## config.mk

```make
export PLATFORM = sky130hd
export DESIGN_NAME = booth_mul_ctrl
export DESIGN_NICKNAME = d
export VERILOG_FILES = /design/src/rtl/booth_mul_ctrl.sv
export SDC_FILE = /design/constraint.sdc
export NUM_CORES = 1
export LEC_CHECK = 0
export ABC_AREA = 1
export CORE_MARGIN = 8
export CORE_UTILIZATION = 45
export DETAILED_ROUTE_END_ITERATION = 12
export PLACE_DENSITY = 0.68
export SETUP_SLACK_MARGIN = 0.3
export SYNTH_ARGS = -nofsm -noshare
export SYNTH_HDL_FRONTEND = slang
export SYNTH_SLANG_ARGS = --single-unit
```

## constraint.sdc

```tcl
create_clock -name clk -period 8.2 [get_ports clk]
set_clock_uncertainty 0.2 [all_clocks]
set_input_delay 1.64 -clock clk [delete_from_list [all_inputs] [get_ports clk]]
set_output_delay 1.64 -clock clk [all_outputs]
set_load 0.02 [all_outputs]
```

## src/rtl/booth_mul_ctrl.sv

```systemverilog
// Sequencing controller for a signed radix-2 Booth multiplier (A/Q/Q-1/M registers, counter, FSM).
// Define BOOTH_SKIP_EN to fold the shift into EVAL for no-op iterations (data-dependent latency).
module booth_mul_ctrl #(
    parameter  int WIDTH = 8,
    localparam int CNT_W = $clog2(WIDTH)
) (
    input  logic               clk,
    input  logic               rst_b,
    input  logic               start,
    input  logic [WIDTH-1:0]   mcand,
    input  logic [WIDTH-1:0]   mplier,
    output logic               busy,
    output logic               done,
    output logic [2*WIDTH-1:0] product
);

    typedef enum logic [1:0] {
        IDLE  = 2'd0,
        EVAL  = 2'd1,
        SHIFT = 2'd2,
        DONE  = 2'd3
    } state_t;

    state_t               state_q, state_d;
    logic [WIDTH:0]       a_q, a_d;
    logic [WIDTH-1:0]     q_q, q_d;
    logic                 qm1_q, qm1_d;
    logic [WIDTH-1:0]     m_q, m_d;
    logic [CNT_W-1:0]     cnt_q, cnt_d;
    logic [2*WIDTH-1:0]   product_q, product_d;
    logic                 done_q, done_d;

    logic                 sub;
    logic [WIDTH:0]       m_ext;
    logic [WIDTH:0]       b_op;
    logic [WIDTH:0]       sum;
    logic                 carry;
    logic                 last_iter;

    // Ripple-carry adder over the guarded A width; subtract via inverted M and carry-in.
    always_comb begin
        sub   = ({q_q[0], qm1_q} == 2'b10);
        m_ext = {m_q[WIDTH-1], m_q};
        b_op  = sub ? ~m_ext : m_ext;
        carry = sub;
        sum   = '0;
        for (int i = 0; i <= WIDTH; i++) begin
            sum[i] = a_q[i] ^ b_op[i] ^ carry;
            carry  = (a_q[i] & b_op[i]) | (carry & (a_q[i] ^ b_op[i]));
        end
    end

    assign last_iter = (cnt_q == CNT_W'(WIDTH - 1));

    always_comb begin
        state_d   = state_q;
        a_d       = a_q;
        q_d       = q_q;
        qm1_d     = qm1_q;
        m_d       = m_q;
        cnt_d     = cnt_q;
        product_d = product_q;
        done_d    = 1'b0;

        case (state_q)
            IDLE: begin
                if (start) begin
                    m_d     = mcand;
                    q_d     = mplier;
                    a_d     = '0;
                    qm1_d   = 1'b0;
                    cnt_d   = '0;
                    state_d = EVAL;
                end
            end
            EVAL: begin
                if (q_q[0] != qm1_q) begin
                    a_d     = sum;
                    state_d = SHIFT;
                end else begin
`ifdef BOOTH_SKIP_EN
                    {a_d, q_d, qm1_d} = {a_q[WIDTH], a_q, q_q};
                    if (last_iter) begin
                        state_d = DONE;
                    end else begin
                        cnt_d   = cnt_q + 1'b1;
                        state_d = EVAL;
                    end
`else
                    state_d = SHIFT;
`endif
                end
            end
            SHIFT: begin
                {a_d, q_d, qm1_d} = {a_q[WIDTH], a_q, q_q};
                if (last_iter) begin
                    state_d = DONE;
                end else begin
                    cnt_d   = cnt_q + 1'b1;
                    state_d = EVAL;
                end
            end
            DONE: begin
                // Product and done are registered together so done always flags a valid product.
                product_d = {a_q[WIDTH-1:0], q_q};
                done_d    = 1'b1;
                state_d   = IDLE;
            end
            default: state_d = IDLE;
        endcase
    end

    always_ff @(posedge clk or negedge rst_b) begin
        if (!rst_b) begin
            state_q   <= IDLE;
            a_q       <= '0;
            q_q       <= '0;
            qm1_q     <= 1'b0;
            m_q       <= '0;
            cnt_q     <= '0;
            product_q <= '0;
            done_q    <= 1'b0;
        end else begin
            state_q   <= state_d;
            a_q       <= a_d;
            q_q       <= q_d;
            qm1_q     <= qm1_d;
            m_q       <= m_d;
            cnt_q     <= cnt_d;
            product_q <= product_d;
            done_q    <= done_d;
        end
    end

    assign busy    = (state_q == EVAL) || (state_q == SHIFT);
    assign done    = done_q;
    assign product = product_q;

endmodule

```

After elaboration in Yosys (flattened, before gate mapping). Cells that the tools add are included.

Add/sub/neg operators: 1. Equal/unequal tests: 9. Muxes and demuxes: 15. Bitwise logic cells: 44. Reductions and logical operators: 10.

Operators with widths (count): 9-bit two-way mux (3); 9-bit one-hot mux with 3 select lines (1); 1-bit XOR (18); 1-bit AND (16); 8-bit one-hot mux with 2 select lines (1); 9-bit inverter (1); 8-bit two-way mux (1); 1-bit bitwise OR (8); 2-bit one-hot mux with 4 select lines (1); 2-bit == test (second input constant) (3); 3-bit two-way mux (2); 2-bit != test (second input constant) (3); 3-bit one-hot mux with 2 select lines (1); 3-bit AND reduction (2); 2-bit two-way mux (2); 2-bit AND reduction (2); 4-bit AND reduction (1); 2-bit nonzero test (2); 3-bit by 1-bit adder with 3-bit output (second input constant) (1); 3-bit == test (second input constant) (1); 3-bit nonzero test (1); 2-bit by 1-bit == test with 1-bit output (second input constant) (1); 2-bit zero test (1); 1-bit two-way mux (2); other kinds (4) (4).

Flip-flop bits (word level): 48. Input bits: 19. Logic and storage cells: 88.

Longest topological paths before layout.
Word-level depth: 22. Mapped depth: 23. Gate-level depth less buffers: 22.

Worst setup path after synthesis. Ideal clock, no wire load.

Path type: register -> register. From: register qm1_q. To: register a_q[8]. Setup time: 0.065 ns. Arrival time: 3.470 ns. Data required time: 7.935 ns. Setup slack: 4.465 ns. Cell stages (with the launch flop): 24. Path through: dfrtp_1 > inv_1 > ha_1 > buf_2 > inv_1 > o21a_1 > fa_1 > inv_1 > fa_1 > fa_1 > inv_1 > fa_1 > fa_1 > inv_1 > fa_1 > inv_1 > fa_1 > inv_1 > nand2_1 > nand2_1 > nand2_1 > nand2_1 > nand2_1 > nand2_1.

Cells in the longest elaborated chain, start to end: 22. Elaborated cells on any way between the ends: 41. Classes of those cells: 3 x eq/ne; 3 x mux; 34 x bitwise; 1 x reduce/logical.

RTL lines: start: declaration (line 27) `logic qm1_q, qm1_d;`; start signal: assignment (line 127) `qm1_q <= qm1_d;`; 2-bit == test (line 42) `sub = ({q_q[0], qm1_q} == 2'b10);`; 9-bit two-way mux (line 44) `b_op = sub ? ~m_ext : m_ext;`; 1-bit XOR (line 49) `carry = (a_q[i] & b_op[i]) | (carry & (a_q[i] ^ b_op[i]));`; 1-bit AND (line 49); 1-bit bitwise OR (line 49); 1-bit AND (line 49); 1-bit bitwise OR (line 49); 1-bit AND (line 49); [6 not listed]; 1-bit bitwise OR (line 49); 1-bit AND (line 49); 1-bit bitwise OR (line 49); 1-bit AND (line 49); 1-bit bitwise OR (line 49); 1-bit XOR (line 48) `sum[i] = a_q[i] ^ b_op[i] ^ carry;`; 9-bit two-way mux (line 77) `if (q_q[0] != qm1_q) begin`; 9-bit one-hot mux with 3 select lines (line 65) `case (state_q)`; end signal: assignment (line 116) `a_q <= '0;`; end signal: assignment (line 125) `a_q <= a_d;`; end: declaration (line 25) `logic [WIDTH:0] a_q, a_d;`.

Parallel ways exist; a longest one is shown, timed or not. The select of a mux whose other input is x is not followed. A chain may end at the register's enable or synchronous reset.

Worst setup path after layout. Ends and elaborated chain as after synthesis.

==> impl_metrics.csv <==
group,metric,value,unit
cts,cts_tree,"built",
sta,final-setup-viol-count,0,
synthesis,ys_seq_elements,48,
worst_setup_path,r2r-end,"a_q[8]",
detailed_routing,drt-vias-per-instance,4.89,
synthesis,synth_cell_types,30,
cts,numCtsBuffers,5,
power,netSwitchingFraction,43.1,%
global_routing,grt_max_degree,49,
sta,slew_headroom,31.2,%
synthesis,syn-num-nets,301,
worst_setup_path,path_class,"reg2reg",
cts,cts_hold_buf,0,
global_routing,grt_overflow,0,
sta,hold_slack,0.276,ns
worst_setup_path,cp.arrival,4.17,ns
cts,cts_resized,0,
sta,setup_tns,0,ns
sta,rsz0062_at_grt,"no",
worst_setup_path,critPathLaunch,"qm1_q",
cts,h-tree-depth,2,
die,die_h,90.1,µm
synthesis,synth_cells,268,
layout,drive_above_1_share,9.90,%
detailed_routing,drt_iter0_markers,114,
worst_setup_path,worstSetupEndpointType,"flip-flop",
die,coreArea,5410,µm²
power,power_report.internal_total,0.637,mW
die,fp.dieW,90.1,µm
sta,finalMaxSlewViolations,0,
detailed_routing,drt_pass1_iterations,4,
die,fp.dieArea,8120,µm²
synthesis,ys_seq_area_share,48.6,%
worst_hold_path,hp-class,"reg2reg",
cts,cts_root_buffer,"clkbuf_8",
power,p_comb_share,52.5,%
layout,fin_nets,335,
cts,postCtsSetupBuffers,0,
global_routing,grt_pass1_wl,8680,µm
layout,final_cells,375,
die,rows,27,
synthesis,yosys_warnings,0,
global_routing,track_usage,12.8,%
detailed_routing,routed_wl,4840,µm
sta,final_hold_viol_count,0,
worst_setup_path,rr_startpoint,"qm1_q",
power,total_power,1.12,mW
sta,period_share,50.3,%
synthesis,synth.avg_cell_area,9.23,µm²
global_routing,antenna_found_initial,0,
place,dpl.hpwl,3580,µm
layout,diodes,0,
worst_setup_path,ff2ff_setup_slack,4.08,ns
cts,clk_latency,0.30,ns
detailed_routing,drc,0,
global_routing,grt_pass1_vias,1845,
layout,final_common_cell,"nand2_1",
layout,fill_cells,521,
synthesis,netlist_area,2470,µm²
detailed_routing,num_vias,1833,
worst_setup_path,r2r.worst_path.cells,22,
power,vdd_ir_drop_max,0.233,mV
detailed_routing,ant_nets,0,
power,leakage,1.40,nW
die,start_util,45.7,%
job,maxCapViolCount,0,
power,clkPwrFrac,12.6,%
place,io_buffers,36,
power,p_sw,0.482,mW
detailed_routing,wire_per_inst,12.9,µm
layout,layout_common_cells,"nand2_1 (92), dfrtp_1 (48), clkdlybuf4s50_1 (35)",
worst_setup_path,cp-endpoint,"a_q[8]",
sta,fin_crit,4.12,ns
worst_setup_path,critPathMaxFanout,9,
power,power_frac_seq,34.9,%
cts,clkSlewWorstSetupHoldPaths,0.09,ns
sta,fmax,243,MHz
cts,clock-sinks,48,
cts,cts_max_path_buffers,2,
layout,syn_to_final_growth,18.9,%
worst_setup_path,worstSetupStartpointType,"flip-flop",
die,top_level_ports,37,
place,gp_congestion,0.820,
run_status,status,"finished clean",
sta,worst_pin_slew,1.03,ns
worst_setup_path,cp.required,8.25,ns
power,pwr_density_cell,381,nW/µm²
place,place_inst,367,
per-stage QoR:
step                worst slack [ns]  util [%]  cell area (µm²)
floorplan                       4.47         -             2470
global placement                4.25      52.8             2850
detailed placement              4.11      52.8             2850
CTS                             4.08      54.4             2940
global route                    3.80      54.4             2940
finish                          4.08      54.4             2940
cell usage after synthesis (all sizes together):
master	number	area (µm²)
o22ai	2	12.5
dfrtp	48	1200
nor2	3	18.8
nand3	4	32.5
ha	7	87.6
xnor2	3	26.3
nand2	93	352
fa	7	140
or2	6	37.5
a21oi	3	15.0
o21a	1	7.51
o21ai	41	228
o211ai	2	15.0
nor3	1	5.00
buf	9	66.3
mux2	6	90.1
inv	29	111
xor2	3	26.3
flip-flops by register name, summed over array words and instances, names as in the netlist:
register  flops
product      16
m_q           8
q_q           8
cnt_q         3
qm1_q         1
state_q       2
done          1
a_q           9
kinds of logic (layout without fill, tap and decap cells):
group	after synthesis	in the layout	share of synthesized area [%]
AOI/OAI and AO/OA	49	49	11.2
xor gates and xnor gates	6	6	2.13
adders and majority gates	14	14	9.21
buffers and inverters	38	73	7.19
DFF	48	48	48.6
muxes	6	6	3.64
and+or+nand+nor	107	107	18.0
power groups by stage:
stage | clock network (mW) | registers (mW) | logic, mW
CTS | 0.144 | 0.391 | 0.596
detailed placement | 0 | 0.395 | 0.594
global route | 0.154 | 0.403 | 0.667
floorplan | 0 | 0.428 | 0.391
global placement | 0 | 0.392 | 0.582
finish | 0.141 | 0.391 | 0.587
worst min-delay path by stage:
stage,slack (ns),depth (start not counted),startpoint,to
after floorplan,0.26,2,q_q[4],product[4]
after global placement,0.25,2,product[10],product[10]
after detailed placement,0.26,2,product[0],product[0]
after CTS,0.28,2,product[0],product[0]
after global routing,0.30,2,product[7],product[7]
final,0.28,2,product[0],product[0]
metal layers:
layer  track usage, %  wire, µm  vias up
met5                0         0        -
met3             3.41       271        7
met1             16.5      2300      873
met2             20.1      2190       44
met4             5.27        75        0
li1                 -         -      909
critical path, stage by stage (launching register included):
cell	delay, ns
dfrtp_1	0.37
inv_1	0.06
ha_1	0.42
inv_1	0.14
o21a_1	0.20
fa_1	0.35
inv_1	0.07
fa_1	0.17
fa_1	0.16
inv_1	0.05
fa_1	0.38
fa_1	0.38
inv_1	0.08
fa_1	0.16
inv_1	0.05
fa_1	0.39
inv_1	0.09
nand2_1	0.06
nand2_1	0.06
nand2_1	0.05
nand2_1	0.07
nand2_1	0.05
nand2_1	0.05
layout make-up:
class / count / area, µm² / area share (%)
Inverter: 29 / 111 / 3.79
Clock inverter: 3 / 18.8 / 0.639
Multi-Input combinational cell: 182 / 1090 / 37.2
Tap cell: 72 / 90.1 / 3.07
Clock buffer: 5 / 68.8 / 2.34
Timing Repair Buffer: 36 / 355 / 12.1
Sequential cell: 48 / 1200 / 40.9
(Power assumes the default switching activity.)
